### src/rtl/logic_axi4_lite_write_aligner.sv
// AXI4-Lite write aligner: shifts byte-addressed writes onto word-aligned master beats, splitting
// boundary-crossing writes and merging their responses. Option: LOGIC_AXI4_LITE_WRITE_ALIGNER_SKIP_EMPTY_EN.
module logic_axi4_lite_write_aligner #(
  parameter int unsigned DATA_BYTES    = 4,
  parameter int unsigned ADDRESS_WIDTH = 32,
  parameter int unsigned OUTSTANDING   = 4
) (
  input  logic                      aclk,
  input  logic                      areset,
  input  logic                      slave_awvalid,
  input  logic [ADDRESS_WIDTH-1:0]  slave_awaddr,
  input  logic [2:0]                slave_awprot,
  output logic                      slave_awready,
  input  logic                      slave_wvalid,
  input  logic [DATA_BYTES*8-1:0]   slave_wdata,
  input  logic [DATA_BYTES-1:0]     slave_wstrb,
  output logic                      slave_wready,
  output logic                      slave_bvalid,
  output logic [1:0]                slave_bresp,
  input  logic                      slave_bready,
  output logic                      master_awvalid,
  output logic [ADDRESS_WIDTH-1:0]  master_awaddr,
  output logic [2:0]                master_awprot,
  input  logic                      master_awready,
  output logic                      master_wvalid,
  output logic [DATA_BYTES*8-1:0]   master_wdata,
  output logic [DATA_BYTES-1:0]     master_wstrb,
  input  logic                      master_wready,
  input  logic                      master_bvalid,
  input  logic [1:0]                master_bresp,
  output logic                      master_bready
);
  localparam int unsigned Off  = $clog2(DATA_BYTES);
  localparam int unsigned Dw   = DATA_BYTES * 8;
  localparam int unsigned PtrW = (OUTSTANDING > 1) ? $clog2(OUTSTANDING) : 1;
  localparam int unsigned CntW = $clog2(OUTSTANDING + 1);

  localparam logic [1:0] StIdle     = 2'd0;
  localparam logic [1:0] StSendLow  = 2'd1;
  localparam logic [1:0] StSendHigh = 2'd2;

  logic [1:0]               state_q, state_d;
  logic [ADDRESS_WIDTH-1:0] lo_addr_q, lo_addr_d, hi_addr_q, hi_addr_d;
  logic [Dw-1:0]            lo_data_q, lo_data_d, hi_data_q, hi_data_d;
  logic [DATA_BYTES-1:0]    lo_strb_q, lo_strb_d, hi_strb_q, hi_strb_d;
  logic [2:0]               prot_q, prot_d;
  logic                     split_q, split_d, aw_done_q, aw_done_d, w_done_q, w_done_d;
  logic [OUTSTANDING-1:0]   fifo_q, fifo_d;
  logic [PtrW-1:0]          wr_ptr_q, wr_ptr_d, rd_ptr_q, rd_ptr_d;
  logic [CntW-1:0]          cnt_q, cnt_d;
  logic                     bvalid_q, bvalid_d, seen_q, seen_d;
  logic [1:0]               bresp_q, bresp_d, acc_q, acc_d;

  logic [Off-1:0]             off;
  logic [2*Dw-1:0]            data2;
  logic [2*DATA_BYTES-1:0]    strb2;
  logic [ADDRESS_WIDTH-1:0]   base_addr;
  logic                       issue_lo, issue_hi, idle, in_send, accept;
  logic                       aw_done_now, w_done_now, beat_done;
  logic                       fifo_full, fifo_empty, b_hs, b_last, pop;
  logic [1:0]                 b_mapped, b_worst;

  assign off       = slave_awaddr[Off-1:0];
  assign data2     = {{Dw{1'b0}}, slave_wdata} << {off, 3'b000};
  assign strb2     = {{DATA_BYTES{1'b0}}, slave_wstrb} << off;
  assign base_addr = {slave_awaddr[ADDRESS_WIDTH-1:Off], {Off{1'b0}}};

`ifdef LOGIC_AXI4_LITE_WRITE_ALIGNER_SKIP_EMPTY_EN
  logic lo_empty, hi_empty;
  assign lo_empty = ~|strb2[DATA_BYTES-1:0];
  assign hi_empty = ~|strb2[2*DATA_BYTES-1:DATA_BYTES];
  // An all-empty write still produces one LOW beat so the master sees a transaction.
  assign issue_lo = !lo_empty || hi_empty;
  assign issue_hi = !hi_empty;
`else
  assign issue_lo = 1'b1;
  assign issue_hi = (off != '0);
`endif

  assign fifo_full  = (cnt_q == CntW'(OUTSTANDING));
  assign fifo_empty = (cnt_q == '0);

  // Response merge: EXOKAY folds to OKAY, after which the encodings order by severity.
  assign b_hs     = master_bvalid && master_bready;
  assign b_mapped = (master_bresp == 2'b01) ? 2'b00 : master_bresp;
  assign b_worst  = (b_mapped > acc_q) ? b_mapped : acc_q;
  assign b_last   = seen_q || !fifo_q[rd_ptr_q];
  assign pop      = b_hs && !fifo_empty && b_last;

  assign idle          = (state_q == StIdle);
  assign slave_awready = !areset && idle && (!fifo_full || pop);
  assign slave_wready  = slave_awready;
  assign accept        = slave_awready && slave_awvalid && slave_wvalid;

  assign in_send        = (state_q == StSendLow) || (state_q == StSendHigh);
  assign master_awvalid = in_send && !aw_done_q;
  assign master_wvalid  = in_send && !w_done_q;
  assign master_awaddr  = (state_q == StSendHigh) ? hi_addr_q : lo_addr_q;
  assign master_wdata   = (state_q == StSendHigh) ? hi_data_q : lo_data_q;
  assign master_wstrb   = (state_q == StSendHigh) ? hi_strb_q : lo_strb_q;
  assign master_awprot  = prot_q;
  assign aw_done_now    = aw_done_q || (master_awvalid && master_awready);
  assign w_done_now     = w_done_q || (master_wvalid && master_wready);
  assign beat_done      = in_send && aw_done_now && w_done_now;

  assign master_bready = !areset && (!bvalid_q || slave_bready);
  assign slave_bvalid  = bvalid_q;
  assign slave_bresp   = bresp_q;

  always_comb begin
    state_d   = state_q;
    lo_addr_d = lo_addr_q;
    hi_addr_d = hi_addr_q;
    lo_data_d = lo_data_q;
    hi_data_d = hi_data_q;
    lo_strb_d = lo_strb_q;
    hi_strb_d = hi_strb_q;
    prot_d    = prot_q;
    split_d   = split_q;
    aw_done_d = aw_done_q;
    w_done_d  = w_done_q;
    case (state_q)
      StIdle: begin
        if (accept) begin
          lo_addr_d = base_addr;
          hi_addr_d = base_addr + ADDRESS_WIDTH'(DATA_BYTES);
          lo_data_d = data2[Dw-1:0];
          hi_data_d = data2[2*Dw-1:Dw];
          lo_strb_d = strb2[DATA_BYTES-1:0];
          hi_strb_d = strb2[2*DATA_BYTES-1:DATA_BYTES];
          prot_d    = slave_awprot;
          split_d   = issue_hi;
          state_d   = issue_lo ? StSendLow : StSendHigh;
        end
      end
      StSendLow, StSendHigh: begin
        if (beat_done) begin
          aw_done_d = 1'b0;
          w_done_d  = 1'b0;
          state_d   = (state_q == StSendLow && split_q) ? StSendHigh : StIdle;
        end else begin
          aw_done_d = aw_done_now;
          w_done_d  = w_done_now;
        end
      end
      default: state_d = StIdle;
    endcase
  end

  always_comb begin
    fifo_d   = fifo_q;
    wr_ptr_d = wr_ptr_q;
    rd_ptr_d = rd_ptr_q;
    cnt_d    = cnt_q;
    if (accept) begin
      fifo_d[wr_ptr_q] = issue_lo && issue_hi;
      wr_ptr_d = (wr_ptr_q == PtrW'(OUTSTANDING - 1)) ? '0 : wr_ptr_q + PtrW'(1);
    end
    if (pop) begin
      rd_ptr_d = (rd_ptr_q == PtrW'(OUTSTANDING - 1)) ? '0 : rd_ptr_q + PtrW'(1);
    end
    if (accept && !pop) begin
      cnt_d = cnt_q + CntW'(1);
    end else if (pop && !accept) begin
      cnt_d = cnt_q - CntW'(1);
    end
  end

  always_comb begin
    bvalid_d = bvalid_q;
    bresp_d  = bresp_q;
    acc_d    = acc_q;
    seen_d   = seen_q;
    if (bvalid_q && slave_bready) begin
      bvalid_d = 1'b0;
    end
    // B beats with nothing outstanding are accepted and dropped.
    if (b_hs && !fifo_empty) begin
      if (b_last) begin
        bvalid_d = 1'b1;
        bresp_d  = b_worst;
        acc_d    = 2'b00;
        seen_d   = 1'b0;
      end else begin
        acc_d  = b_worst;
        seen_d = 1'b1;
      end
    end
  end

  always_ff @(posedge aclk or posedge areset) begin
    if (areset) begin
      state_q   <= StIdle;
      lo_addr_q <= '0;
      hi_addr_q <= '0;
      lo_data_q <= '0;
      hi_data_q <= '0;
      lo_strb_q <= '0;
      hi_strb_q <= '0;
      prot_q    <= '0;
      split_q   <= 1'b0;
      aw_done_q <= 1'b0;
      w_done_q  <= 1'b0;
      fifo_q    <= '0;
      wr_ptr_q  <= '0;
      rd_ptr_q  <= '0;
      cnt_q     <= '0;
      bvalid_q  <= 1'b0;
      bresp_q   <= 2'b00;
      acc_q     <= 2'b00;
      seen_q    <= 1'b0;
    end else begin
      state_q   <= state_d;
      lo_addr_q <= lo_addr_d;
      hi_addr_q <= hi_addr_d;
      lo_data_q <= lo_data_d;
      hi_data_q <= hi_data_d;
      lo_strb_q <= lo_strb_d;
      hi_strb_q <= hi_strb_d;
      prot_q    <= prot_d;
      split_q   <= split_d;
      aw_done_q <= aw_done_d;
      w_done_q  <= w_done_d;
      fifo_q    <= fifo_d;
      wr_ptr_q  <= wr_ptr_d;
      rd_ptr_q  <= rd_ptr_d;
      cnt_q     <= cnt_d;
      bvalid_q  <= bvalid_d;
      bresp_q   <= bresp_d;
      acc_q     <= acc_d;
      seen_q    <= seen_d;
    end
  end

endmodule

### config.mk
export PLATFORM = sky130hd
export DESIGN_NAME = logic_axi4_lite_write_aligner
export DESIGN_NICKNAME = d
export VERILOG_FILES = /design/src/rtl/logic_axi4_lite_write_aligner.sv
export SDC_FILE = /design/constraint.sdc
export NUM_CORES = 1
export LEC_CHECK = 0
export BUFFER_PORTS_ARGS = -buffer_cell sky130_fd_sc_hd__buf_2
export CAP_MARGIN = 20
export CORE_ASPECT_RATIO = 1.5
export CORE_MARGIN = 5
export CORE_UTILIZATION = 50
export CTS_CLUSTER_DIAMETER = 60
export DETAILED_ROUTE_END_ITERATION = 8
export PLACE_DENSITY_LB_ADDON = 0.12
export SETUP_SLACK_MARGIN = 0.4
export SLEW_MARGIN = 20
export SYNTH_ARGS = -nofsm -noshare
export SYNTH_HDL_FRONTEND = slang
export SYNTH_SLANG_ARGS = --single-unit
### constraint.sdc
create_clock -name aclk -period 3.9 [get_ports aclk]
set_input_delay 0.195 -clock aclk [delete_from_list [all_inputs] [get_ports aclk]]
set_output_delay 0.195 -clock aclk [all_outputs]
set_load 0.01 [all_outputs]
==> results of run 1 <==
==> layout make-up <==
class | instances | area (um^2) | area share (%)
inverters | 13 | 52.6 | 0.567
clock buffers | 19 | 443 | 4.78
multi-input cells | 613 | 3790 | 40.9
well taps | 203 | 254 | 2.74
flip-flops and latches | 148 | 3700 | 40.0
repair buffers | 165 | 878 | 9.48
clock inverters | 13 | 149 | 1.61
==> per-layer routing <==
layer | up-vias | global-route usage, % | routed length [um]
met1 | 2973 | 25.9 | 8030
met3 | 17 | 5.28 | 1050
met5 | - | 0 | 0
met2 | 152 | 38.5 | 10200
li1 | 3063 | - | -
met4 | 0 | 6.18 | 215
==> worst max-delay path: cells and delay by family (launching register included) <==
kind | cells | cell delay, ps
compound gates | 1 | 110
buf+inv | 3 | 830
flops | 1 | 400
mux | 1 | 380
simple gates | 2 | 550
fa+ha+maj | 1 | 200
==> metrics by stage <==
step | hold slack (ps) | power (mW) | utilization [%] | instance area (um^2)
6_report | -5.00 | 6.71 | 59.8 | 9270
5_1_grt | 41.2 | 7.22 | 59.8 | 9270
4_1_cts | 9.03 | 6.81 | 59.8 | 9270
3_5_place_dp | 398 | 5.14 | 55.8 | 8640
3_3_place_gp | 392 | 5.07 | 55.8 | 8640
2_1_floorplan | 300 | 4.26 | - | 7800
==> how the worst max path moves through the flow <==
| stage | end | cells after the start |
|---|---|---|
| 3_5_place_dp | hi_addr_q[12] | 8 |
| 4_1_cts | hi_addr_q[12] | 8 |
| 2_1_floorplan | state_q[0] | 5 |
| 5_1_grt | hi_addr_q[12] | 8 |
| 3_3_place_gp | hi_addr_q[12] | 8 |
| 6_report | hi_addr_q[12] | 8 |
==> kinds of logic (layout without fill, tap and decap cells) <==
logic type / count (synthesis) / count (layout) / share of synthesized area (%)
and+or+nand+nor: 353 / 353 / 19.8
adders and majority gates: 16 / 16 / 2.66
buffers and inverters: 66 / 210 / 4.00
other: 1 / 2 / 0.0481
DFF: 148 / 148 / 47.5
AOI/OAI and AO/OA: 120 / 120 / 9.42
xor gates and xnor gates: 31 / 31 / 3.48
muxes: 91 / 91 / 13.1
==> flip-flops by register name (all words and copies together) (netlist names), 3 cells and up <==
name           flops
lo_data_q         32
hi_addr_q         30
lo_addr_q         30
hi_data_q         24
fifo_q             4
lo_strb_q          4
cnt_q              3
hi_strb_q          3
master_awprot      3
==> power groups by stage <==
stage	registers (mW)	logic, mW	clock network [mW]
2_1_floorplan	2.57	1.69	0
3_3_place_gp	2.64	2.42	0
3_5_place_dp	2.67	2.46	0
4_1_cts	2.65	2.49	1.68
5_1_grt	2.74	2.75	1.74
6_report	2.64	2.43	1.64
==> placed cells by master, fill, tap and decap left out, types with 7 or more instances in the layout <==
cell type	n
nand2_1	239
buf_2	157
dfrtp_1	148
mux2_2	77
o21ai_0	47
nand3_1	39
nor2_1	21
xor2_1	21
o21ai_1	18
clkbuf_16	17
a22oi_1	16
nor2b_1	14
ha_1	14
a21oi_1	13
inv_1	11
mux2i_1	11
nand4_1	10
xnor2_1	10
o31ai_1	9
and3_1	8
clkinvlp_4	7
==> metrics.md, run 1 <==
| Metric | Value |
|---|---|
| Antenna viol nets, final | 0 |
| CP arrival | 2950 ps |
| Final Hold Fails | 1 |
| Hold-fix buffers, CTS | 3 |
| Reg2Reg Depth | 8 |
| Die width | 112 um |
| Slew @ Worst Pin | roughly 1200 ps |
| Worst endpoint required time | 4190 ps |
| Vias in the first global route | ~6400 |
| Seq/Total Area, Yosys | 47.5% |
| Starting Density | 50.3% |
| # setup viols final | 0 |
| Routed length per instance | about 17 um |
| Final Non-Filler Cells | 1174 |
| #FFs+latches synth | between 100 and 150 |
| # diodes | 0 |
| Number of nets in the layout | ~1100 |
| Slowest stage delay, CP | roughly 640 ps |
| Area grow syn2layout | 18.9% |
| Drt first pass iters | 4 |
| Worst skew pair latency | approximately 420 ps |
| RSZ-0062 raised after global routing | false |
| Setup ws final | about 1200 ps |
| Setup Crit Path Kind | flip-flop to flip-flop |
| Crit Reg-Reg Endpoint | hi_addr_q[12] |
| Leakage Power | around 4.6 nW |
| NetSw | between 2 and 2.5 mW |
| GP Congestion | 0.778 |
| Syn Inst Count | 826 |
| Status | finished, violations left |
| TritonCTS clock tree | built |
| EDFF count, synth | 0 |
| Reg2Reg Setup Slack | 1250 ps |
| Main synth FF type | dfrtp_1 |
| 1st-iter DRT viols | about 370 |
| Largest area contributor in the netlist | dfrtp_1 |
| Yosys top cell area share | between 40% and 50% |
| Slew Limit Fails | 0 |
| Post-CTS sizing | 0 |
| Post-synth cell types | 50 |
| Clock power share | about a quarter |
| F_max | roughly 0.38 GHz |
| Switching share of total power | a little over a third |
| Clock Path Buffers | 2 |
| CP Max Fanout | 75 |
| Clock root cell | clkbuf_16 |
| Max Cap Violations | 0 |
| Number of H-tree levels | 4 |
| Pin count of the biggest net entering global routing | between 150 and 200 |
| YS warnings | 0 |
| Row Count | 56 |
| Dpl cells | between 1000 and 1500 |
| IO Count | 160 |
| CP Capture Type | flip-flop |
| Worst VDD drop | approximately 300 uV |
| Worst r2r src | state_q[1] |
| Core area | about 0.015 mm^2 |
| Final period util | between 60 and 70% |
| Setup TNS | 0 ps |
| Initial antenna violation count | 0 |
| Reg power frac | between 30 and 40% |
| Power Density | roughly 720 mW/mm^2 |
| Total GRT Usage | a little over a fifth |
| DR vias | between 6000 and 7000 |
| Combinational share of power | a little over a third |
| Die Ht | 163 um |
| Total Wirelength | 19.5 mm |
| Hold slack | -5.00 ps |
| Grt ovf | 0 |
| Die area | 0.0182 mm^2 |
| Post-CTS setup buffer count | 0 |
| Tmin final | 2650 ps |
| CTS buffer count | 17 |
| Critical path's slowest cell | buf_4 |
| Setup slack at placement | 1240 ps |
| Int Pwr | 4.35 mW |
| Failing checks | hold timing |
| First-pass GRT wire length | 31.8 mm |
| Post-synth top cells | 239 x nand2_1, 148 x dfrtp_1, 77 x mux2_2, 47 x o21ai_0, 39 x nand3_1 |
| Mapped Area | 0.00779 mm^2 |
| Hold Crit Class | input pin to async pin |
| Async S/R FF share, synth | between 90% and 100% |
| Crit-path cells | inv_1, ha_1, nand4b_1, nor3_1, a2bb2oi_4, inv_2, buf_4, mux2_1 |
| Share of layout cells above drive strength 1 | 29.0% |
| Leading post-synthesis cells by cell area | dfrtp_1 48%, nand2_1 12%, mux2_2 11% |
| Via-per-instance ratio | 5.29 |
| Avg Cell Area, Syn | about 9.4 um^2 |
| Critical path launch point type | flip-flop |
| Crit. Startpoint | state_q[1] |
| Input/output buffers | roughly 160 |
| Most frequent cell after synthesis | nand2_1 |
| Filler Cells Inserted | about 1400 |
| Slew margin rel. | a little over a fifth |
| CTS clk-pin slew, worst paths | about 60 ps |
| Drc violations | 0 |
| Clock Skews | 14.5 ps |
| CTS Sinks | about 150 |
| Hpwl dp | approximately 13 mm |
Power figures use the tool's default switching activity.
==> run 2, diff against run 1 <==
==> constraint.sdc (replaced) <==
create_clock -name aclk -period 2.4 [get_ports aclk]
set_input_delay 0.12 -clock aclk [delete_from_list [all_inputs] [get_ports aclk]]
set_output_delay 0.12 -clock aclk [all_outputs]
set_load 0.01 [all_outputs]
==> run 2 against run 1 <==
Against the previous run:
- the flow still finishes with violations (hold timing)
- maximum frequency up 20%
- sequential share of layout area decreased by 7.1 points
- register-to-register slack lost 1100 ps
- critical path depth unchanged
- clock-buffer cell count did not move
- clock power grew 66%
- clock skew shrank 6.4 ps
- die area is the same
- final cell count rose by 8.3%
- combinational power is 150% higher
- critical path type unchanged
- highest routed layer unchanged
==> metrics.md, run 2 (synthesized netlist as in run 1, its figures left out) <==
| Metric | Value |
|---|---|
| Status | finished, violations left (unchanged) |
| Failing checks | hold timing (unchanged) |
| Die area | 0.0182 mm^2 (unchanged) |
| Clock power share | 20.8% (was 24.4%) |
| Drt first pass iters | 5 (was 4) |
| Register area | 0.00370 mm^2 (unchanged) |
| CTS clk-pin slew, worst paths | 60 ps (about the same) |
| Vias in the first global route | 7275 (was 6356) |
| Share of layout cells above drive strength 1 | 32.6% (was 29.0%) |
| RSZ-0062 raised after global routing | true (was false) |
| Number of H-tree levels | 4 (unchanged) |
| Routed length per instance | 19.0 um (was 16.6 um) |
| CTS buffer count | 17 (unchanged) |
| Design Area, Final | 0.0113 mm^2 (was 0.00927 mm^2) |
| Dpl cells | 1153 (was 1139) |
| Final Non-Filler Cells | 1271 (was 1174) |
| DR vias | 6884 (was 6205) |
| Setup TNS | 0 ps (unchanged) |
| Largest registers | lo_data_q (32), hi_addr_q (30), lo_addr_q (30) (unchanged) |
| Final period util | 92.0% (was 68.0%) |
| Filler Cells Inserted | 1126 (was 1414) |
| Hold Crit Class | input pin to async pin (unchanged) |
| Worst skew pair latency | 420 ps (about the same) |
| Switching share of total power | 33.9% (was 35.2%) |
| Clock Skews | 8.07 ps (was 14.5 ps) |
| Setup Crit Path Kind | flip-flop to flip-flop (unchanged) |
| CP Max Fanout | 4 (was 75) |
| # setup viols final | 0 (unchanged) |
| 1st-iter DRT viols | 412 (was 372) |
| Final Hold Fails | 8 (was 1) |
| Dpl cell area | 0.00877 mm^2 (was 0.00864 mm^2) |
| Grt ovf | 0 (unchanged) |
| Slew margin rel. | 46.7% (was 21.8%) |
| Number of nets in the layout | 1153 (was 1055) |
| Hold slack | -28.0 ps (was -5.00 ps) |
| TritonCTS clock tree | built (unchanged) |
| Combinational share of power | 45.9% (was 36.3%) |
| NetSw | 4.43 mW (was 2.36 mW) |
| Area grow syn2layout | 44.4% (was 18.9%) |
| Max Cap Violations | 0 (unchanged) |
| Drc violations | 0 (unchanged) |
| Slew @ Worst Pin | 799 ps (was 1170 ps) |
| Hpwl dp | 13.2 mm (about the same) |
| CP Capture Type | flip-flop (unchanged) |
| F_max | 0.453 GHz (was 0.377 GHz) |
| Power Density | 1160 mW/mm^2 (was 724 mW/mm^2) |
| Die width | 112 um (unchanged) |
| First-pass GRT wire length | 37.6 mm (was 31.8 mm) |
| IO Count | 160 (unchanged) |
| Clock root cell | clkbuf_16 (unchanged) |
| Die Ht | 163 um (unchanged) |
| Total GRT Usage | 26.0% (was 21.6%) |
| Total Wirelength | 24.1 mm (was 19.5 mm) |
| Antenna viol nets, final | 0 (unchanged) |
| Initial antenna violation count | 0 (unchanged) |
| GP Congestion | 0.848 (was 0.778) |
| Clock Path Buffers | 2 (unchanged) |
| Via-per-instance ratio | 5.42 (was 5.29) |
| Row Count | 56 (unchanged) |
| Tmin final | 2210 ps (was 2650 ps) |
| Multi-input gate area in the final layout | 0.00411 mm^2 (was 0.00379 mm^2) |
| Starting Density | 50.3% (unchanged) |
| Slew Limit Fails | 0 (unchanged) |
| Post-layout util | 72.7% (was 59.8%) |
| Most frequent cells in the layout | 237 x nand2_1, 148 x dfrtp_1, 97 x buf_2, 68 x buf_6, 60 x mux2_4 (was 239 x nand2_1, 157 x buf_2, 148 x dfrtp_1, 77 x mux2_2, 47 x o21ai_0) |
| # diodes | 0 (unchanged) |
| Worst endpoint required time | 2700 ps (was 4190 ps) |
| CTS Sinks | 148 (unchanged) |
| Largest register by flop count | lo_data_q (unchanged) |
| Input/output buffers | 157 (unchanged) |
| Max FFs per register | 32 (unchanged) |
| Pin count of the biggest net entering global routing | 149 (was 190) |
| Commonest non-fill, non-tap cell in the layout | nand2_1 (unchanged) |
| Leakage Power | 5.49 nW (was 4.63 nW) |
| CP arrival | 2510 ps (was 2950 ps) |
| Core area | 0.0155 mm^2 (unchanged) |
| Critical path launch point type | flip-flop (unchanged) |
| Int Pwr | 8.64 mW (was 4.35 mW) |
| Reg power frac | 33.4% (was 39.4%) |
| Worst VDD drop | 534 uV (was 299 uV) |
run 2: worst paths after layout:
kind                                  end  slack, ps             from  cells after the start
max                              cnt_q[1]        190      rd_ptr_q[1]                      8
min                        slave_bresp[0]        -30           areset                      3
max reg2reg                      cnt_q[1]        190      rd_ptr_q[1]                      8
min reg2reg                  lo_data_q[3]        470     lo_data_q[3]                      2
max in group asynchronous   lo_data_q[24]       1830           areset                      3
min in group aclk            lo_addr_q[2]         30  slave_awaddr[2]                      3
run 2: worst max-delay path, cell delays in order, from the launching register on:
cell and delay (ps):
dfrtp_1 430, mux2_4 330, a22oi_4 220, buf_6 160, nand2_4 60, ha_4 170
inv_2 40, fa_2 410, mux2_2 260
run 2: final cells by class:
type	instances	share of cell area (%)
repair buffers	263	22.5
clock buffers	19	4.02
well taps	203	2.26
inverters	13	0.467
clock inverters	12	1.30
multi-input cells	613	36.5
flip-flops and latches	148	32.9
run 2: power by group through the flow:
stage | registers (mW) | logic [mW] | clock network [mW]
6_report | 4.36 | 5.99 | 2.72
5_1_grt | 4.51 | 6.50 | 2.87
4_1_cts | 4.32 | 5.37 | 2.75
3_5_place_dp | 4.33 | 4.09 | 0
3_3_place_gp | 4.29 | 4.04 | 0
2_1_floorplan | 4.18 | 2.74 | 0
run 2: stage by stage:
| stage | power (mW) | hold slack (ps) | setup slack (ps) |
|---|---|---|---|
| floorplan | 6.93 | 225 | -1010 |
| global placement | 8.32 | 312 | 19.3 |
| detailed placement | 8.42 | 316 | -38.5 |
| CTS | 12.4 | 13.3 | 189 |
| global route | 13.9 | 35.1 | 99.6 |
| finish | 13.1 | -28.0 | 193 |
run 2: repair_timing:
item / 4_1_cts / 5_1_grt
gates resized for setup: 105 / 73
pin swaps: 7 / 10
endpoints found under the setup margin: 107 / 113
hold buffers: 53 / 0
setup buffers: 12 / 8
cloned: 10 / 3
hold endpoints to repair: 52 / 0
run 2: metal layers:
layer  track usage [%]  vias to the layer above  wire (um)
li1                  -                     3263          -
met4              10.8                        0        838
met1              30.4                     3311       9320
met2              46.2                      251      12600
met3              5.80                       59       1370
met5                 0                        -          0
==> run 3, diff against run 2 <==
--- a/config.mk
+++ b/config.mk
@@ -5,11 +5,12 @@
 export SDC_FILE = /design/constraint.sdc
 export NUM_CORES = 1
 export LEC_CHECK = 0
+export ABC_AREA = 1
 export BUFFER_PORTS_ARGS = -buffer_cell sky130_fd_sc_hd__buf_2
 export CAP_MARGIN = 20
 export CORE_ASPECT_RATIO = 1.5
 export CORE_MARGIN = 5
-export CORE_UTILIZATION = 50
+export CORE_UTILIZATION = 51
 export CTS_CLUSTER_DIAMETER = 60
 export DETAILED_ROUTE_END_ITERATION = 8
 export PLACE_DENSITY_LB_ADDON = 0.12
==> run 3 against run 2 <==
Against the previous run:
- critical endpoint unchanged
- the run now ends clean
- sequential power shrank 4%
- synthesized cell count up 25%
- power shrank 6.8%
- largest power group unchanged
- first-iteration DRC count grew 22%
==> metrics.md, run 3 <==
| Metric | Value |
|---|---|
| Dpl cells | 1352 (was 1153) |
| Slew Limit Fails | 0 (unchanged) |
| Tmin final | 2110 ps (was 2210 ps) |
| Max FFs per register | 32 (unchanged) |
| Slew margin rel. | 49.0% (was 46.7%) |
| Worst endpoint required time | 2710 ps (was 2700 ps) |
| Final period util | 87.8% (was 92.0%) |
| Post-synth cell types | 34 (was 50) |
| Commonest non-fill, non-tap cell in the layout | nand2_1 (unchanged) |
| DR vias | 7422 (was 6884) |
| Number of H-tree levels | 4 (unchanged) |
| GRT met1 Usage | 28.8% (was 30.4%) |
| CP Capture Type | flip-flop (unchanged) |
| Leakage Power | 5.55 nW (was 5.49 nW) |
| Reg2Reg Depth | 10 (was 8) |
| Total GRT Usage | 23.2% (was 26.0%) |
| Dpl cell area | 0.00929 mm^2 (was 0.00877 mm^2) |
| Die area | 0.0192 mm^2 (was 0.0182 mm^2) |
| Design Area, Final | 0.0109 mm^2 (was 0.0113 mm^2) |
| Worst r2r src | state_q[1] (was rd_ptr_q[1]) |
| Met2 Track Usage GR | 39.5% (was 46.2%) |
| Hpwl dp | 14.7 mm (was 13.2 mm) |
| Crit. Startpoint | state_q[1] (was rd_ptr_q[1]) |
| RSZ-0062 raised after global routing | true (unchanged) |
| Syn Inst Count | 1032 (was 826) |
| Worst skew pair latency | 430 ps (was 420 ps) |
| Status | finished clean (was finished, violations left) |
| # setup viols final | 0 (unchanged) |
| Starting Density | 52.0% (was 50.3%) |
| CP Max Fanout | 3 (was 4) |
| CTS Sinks | 148 (unchanged) |
| Clock Skews | 7.15 ps (was 8.07 ps) |
| CTS clk-pin slew, worst paths | 60 ps (about the same) |
| Vias in the first global route | 7279 (was 7275) |
| Power Density | 1120 mW/mm^2 (was 1160 mW/mm^2) |
| Leading post-synthesis cells by cell area | dfrtp_1 44%, nand2_1 15%, o21ai_2 6.2% (was dfrtp_1 48%, nand2_1 12%, mux2_2 11%) |
| Hold Crit Class | input pin to flip-flop (was input pin to async pin) |
| Row Count | 57 (was 56) |
| Async S/R FF share, synth | 100% (unchanged) |
| CTS buffer count | 17 (unchanged) |
| F_max | 0.475 GHz (was 0.453 GHz) |
| CP arrival | 2420 ps (was 2510 ps) |
| Via-per-instance ratio | 5.18 (was 5.42) |
| Setup TNS | 0 ps (unchanged) |
| Setup Crit Path Kind | flip-flop to flip-flop (unchanged) |
| Final Non-Filler Cells | 1433 (was 1271) |
| Drt first pass iters | 5 (unchanged) |
| Reg2Reg Setup Slack | 290 ps (was 190 ps) |
| Crit-path cells | inv_1, ha_2, inv_1, nor2_4, nand3_4, inv_4, ha_4, inv_4, fa_2, mux2_4 (was mux2_4, a22oi_4, buf_6, nand2_4, ha_4, inv_2, fa_2, mux2_2) |
| Most frequent cell after synthesis | nand2_1 (unchanged) |
| GRT busiest layer | met2 (unchanged) |
| Largest area contributor in the netlist | dfrtp_1 (unchanged) |
| YS warnings | 0 (unchanged) |
| Drc violations | 0 (unchanged) |
| Most frequent cells in the layout | 331 x nand2_1, 146 x dfrtp_1, 132 x buf_2, 96 x inv_1, 91 x o21ai_0 (was 237 x nand2_1, 148 x dfrtp_1, 97 x buf_2, 68 x buf_6, 60 x mux2_4) |
| Crit path max-delay family | adder cells (was multiplexers) |
| Grt ovf | 0 (unchanged) |
| Largest register by flop count | lo_data_q (unchanged) |
| Pin count of the biggest net entering global routing | 150 (was 149) |
| 1st-iter DRT viols | 501 (was 412) |
| Routing usage on met3 | 3.97% (was 5.80%) |
| IO Count | 160 (unchanged) |
| #FFs+latches synth | 148 (unchanged) |
| # diodes | 0 (unchanged) |
| Share of layout cells above drive strength 1 | 29.0% (was 32.6%) |
| Worst min-delay path startpoint | slave_awaddr[18] |
| Seq/Total Area, Yosys | 44.0% (was 47.5%) |
| Worst Hold End | lo_addr_q[18] |
| Critical path's slowest cell | dfrtp_1 (unchanged) |
| TritonCTS clock tree | built (unchanged) |
| Area grow syn2layout | 29.3% (was 44.4%) |
| EDFF count, synth | 0 (unchanged) |
| Die width | 115 um (was 112 um) |
| First-pass GRT wire length | 35.8 mm (was 37.6 mm) |
| Max Cap Violations | 0 (unchanged) |
| Input/output buffers | 157 (unchanged) |
| Initial antenna violation count | 0 (unchanged) |
| Routed length per instance | 16.4 um (was 19.0 um) |
| Final Hold Fails | 0 (was 8) |
| GP Congestion | 0.942 (was 0.848) |
| Total Wirelength | 23.5 mm (was 24.1 mm) |
| Largest registers | lo_data_q (32), hi_addr_q (30), lo_addr_q (30) (unchanged) |
| Post-synth top cells | 335 x nand2_1, 148 x dfrtp_1, 100 x inv_1, 96 x o21ai_0, 60 x o21ai_2 (was 239 x nand2_1, 148 x dfrtp_1, 77 x mux2_2, 47 x o21ai_0, 39 x nand3_1) |
| Number of nets in the layout | 1311 (was 1153) |
| Core area | 0.0162 mm^2 (was 0.0155 mm^2) |
| Antenna viol nets, final | 0 (unchanged) |
| Clock root cell | clkbuf_16 (unchanged) |
| Yosys top cell area share | 44.0% (was 47.5%) |
| Critical path launch point type | flip-flop (unchanged) |
| Crit Reg-Reg Endpoint | cnt_q[1] (unchanged) |
| WP buf/inv | 4 (was 2) |
| Mapped Area | 0.00842 mm^2 (was 0.00779 mm^2) |
| Post-layout util | 67.3% (was 72.7%) |
| Hold slack | 7.26 ps (was -28.0 ps) |
| Main synth FF type | dfrtp_1 (unchanged) |
| Slowest stage delay, CP | 430 ps (about the same) |
| Avg Cell Area, Syn | 8.16 um^2 (was 9.44 um^2) |
| Hold path depth | 3 |
| Die Ht | 167 um (was 163 um) |
| Slew @ Worst Pin | 764 ps (was 799 ps) |
| Clock Path Buffers | 2 (unchanged) |
| Worst VDD drop | 536 uV (was 534 uV) |
==> run 3: changes by cell type after synthesis, sizes merged, moves of 17 or more <==
cell / previous run / this run
nor2: 22 / 56
mux2: 80 / 38
nand2: 239 / 337
o21ai: 65 / 165
a22oi: 17 / 0
inv: 13 / 102
==> run 3: report_power, final <==
part | switching, mW | internal (mW)
logic | 2.56 | 2.40
registers | 0.572 | 3.60
clock network | 1.07 | 1.98
==> run 3: what timing repair did <==
item	CTS	global route
hold buffers	20	0
pin swaps	2	0
gates cloned	0	7
endpoints found under the setup margin	143	138
gates resized for setup	17	84
setup buffers	13	9
hold endpoints to repair	116	0
==> run 3: final cells by class <==
| type | count | area (um^2) |
|---|---|---|
| Fill cell | 1376 | 5300 |
| Multi-Input combinational cell | 725 | 4170 |
| Sequential cell | 148 | 3710 |
| Timing Repair Buffer | 219 | 1690 |
| Clock buffer | 19 | 443 |
| Inverter | 103 | 395 |
| Tap cell | 206 | 258 |
| Clock inverter | 13 | 229 |
==> run 3: how the worst max path moves through the flow <==
| stage | end | slack, ps | cells past startpoint |
|---|---|---|---|
| 2_1_floorplan | cnt_q[2] | 5 | 15 |
| 3_3_place_gp | cnt_q[2] | 250 | 13 |
| 3_5_place_dp | cnt_q[2] | 190 | 12 |
| 4_1_cts | cnt_q[2] | 320 | 13 |
| 5_1_grt | cnt_q[2] | 150 | 12 |
| 6_report | cnt_q[1] | 290 | 10 |
==> run 3: cells by family after synthesis <==
group / share of synthesized area (%)
xor+xnor: 2.29
buf+inv: 9.11
simple gates: 21.6
mux: 7.22
flops: 44.0
other cells: 0.0445
fa+ha+maj: 2.47
compound gates: 13.3
==> run 3: metal layers <==
| layer | up-vias | share of wire [%] |
|---|---|---|
| li1 | 3635 | - |
| met3 | 51 | 5.1 |
| met1 | 3512 | 40 |
| met2 | 224 | 52 |
| met5 | - | 0 |
| met4 | 0 | 3.1 |
==> run 3: stage by stage <==
step / setup WS [ps] / total power, mW
after global routing: 146 / 13.0
after global placement: 248 / 8.11
after detailed placement: 193 / 8.23
after CTS: 324 / 11.5
after floorplan: 4.67 / 6.85
final: 293 / 12.2
==> run 3: worst min-delay path, stage by stage <==
cell and delay (ps):
buf_2 90, inv_1 70, o21ai_2 130
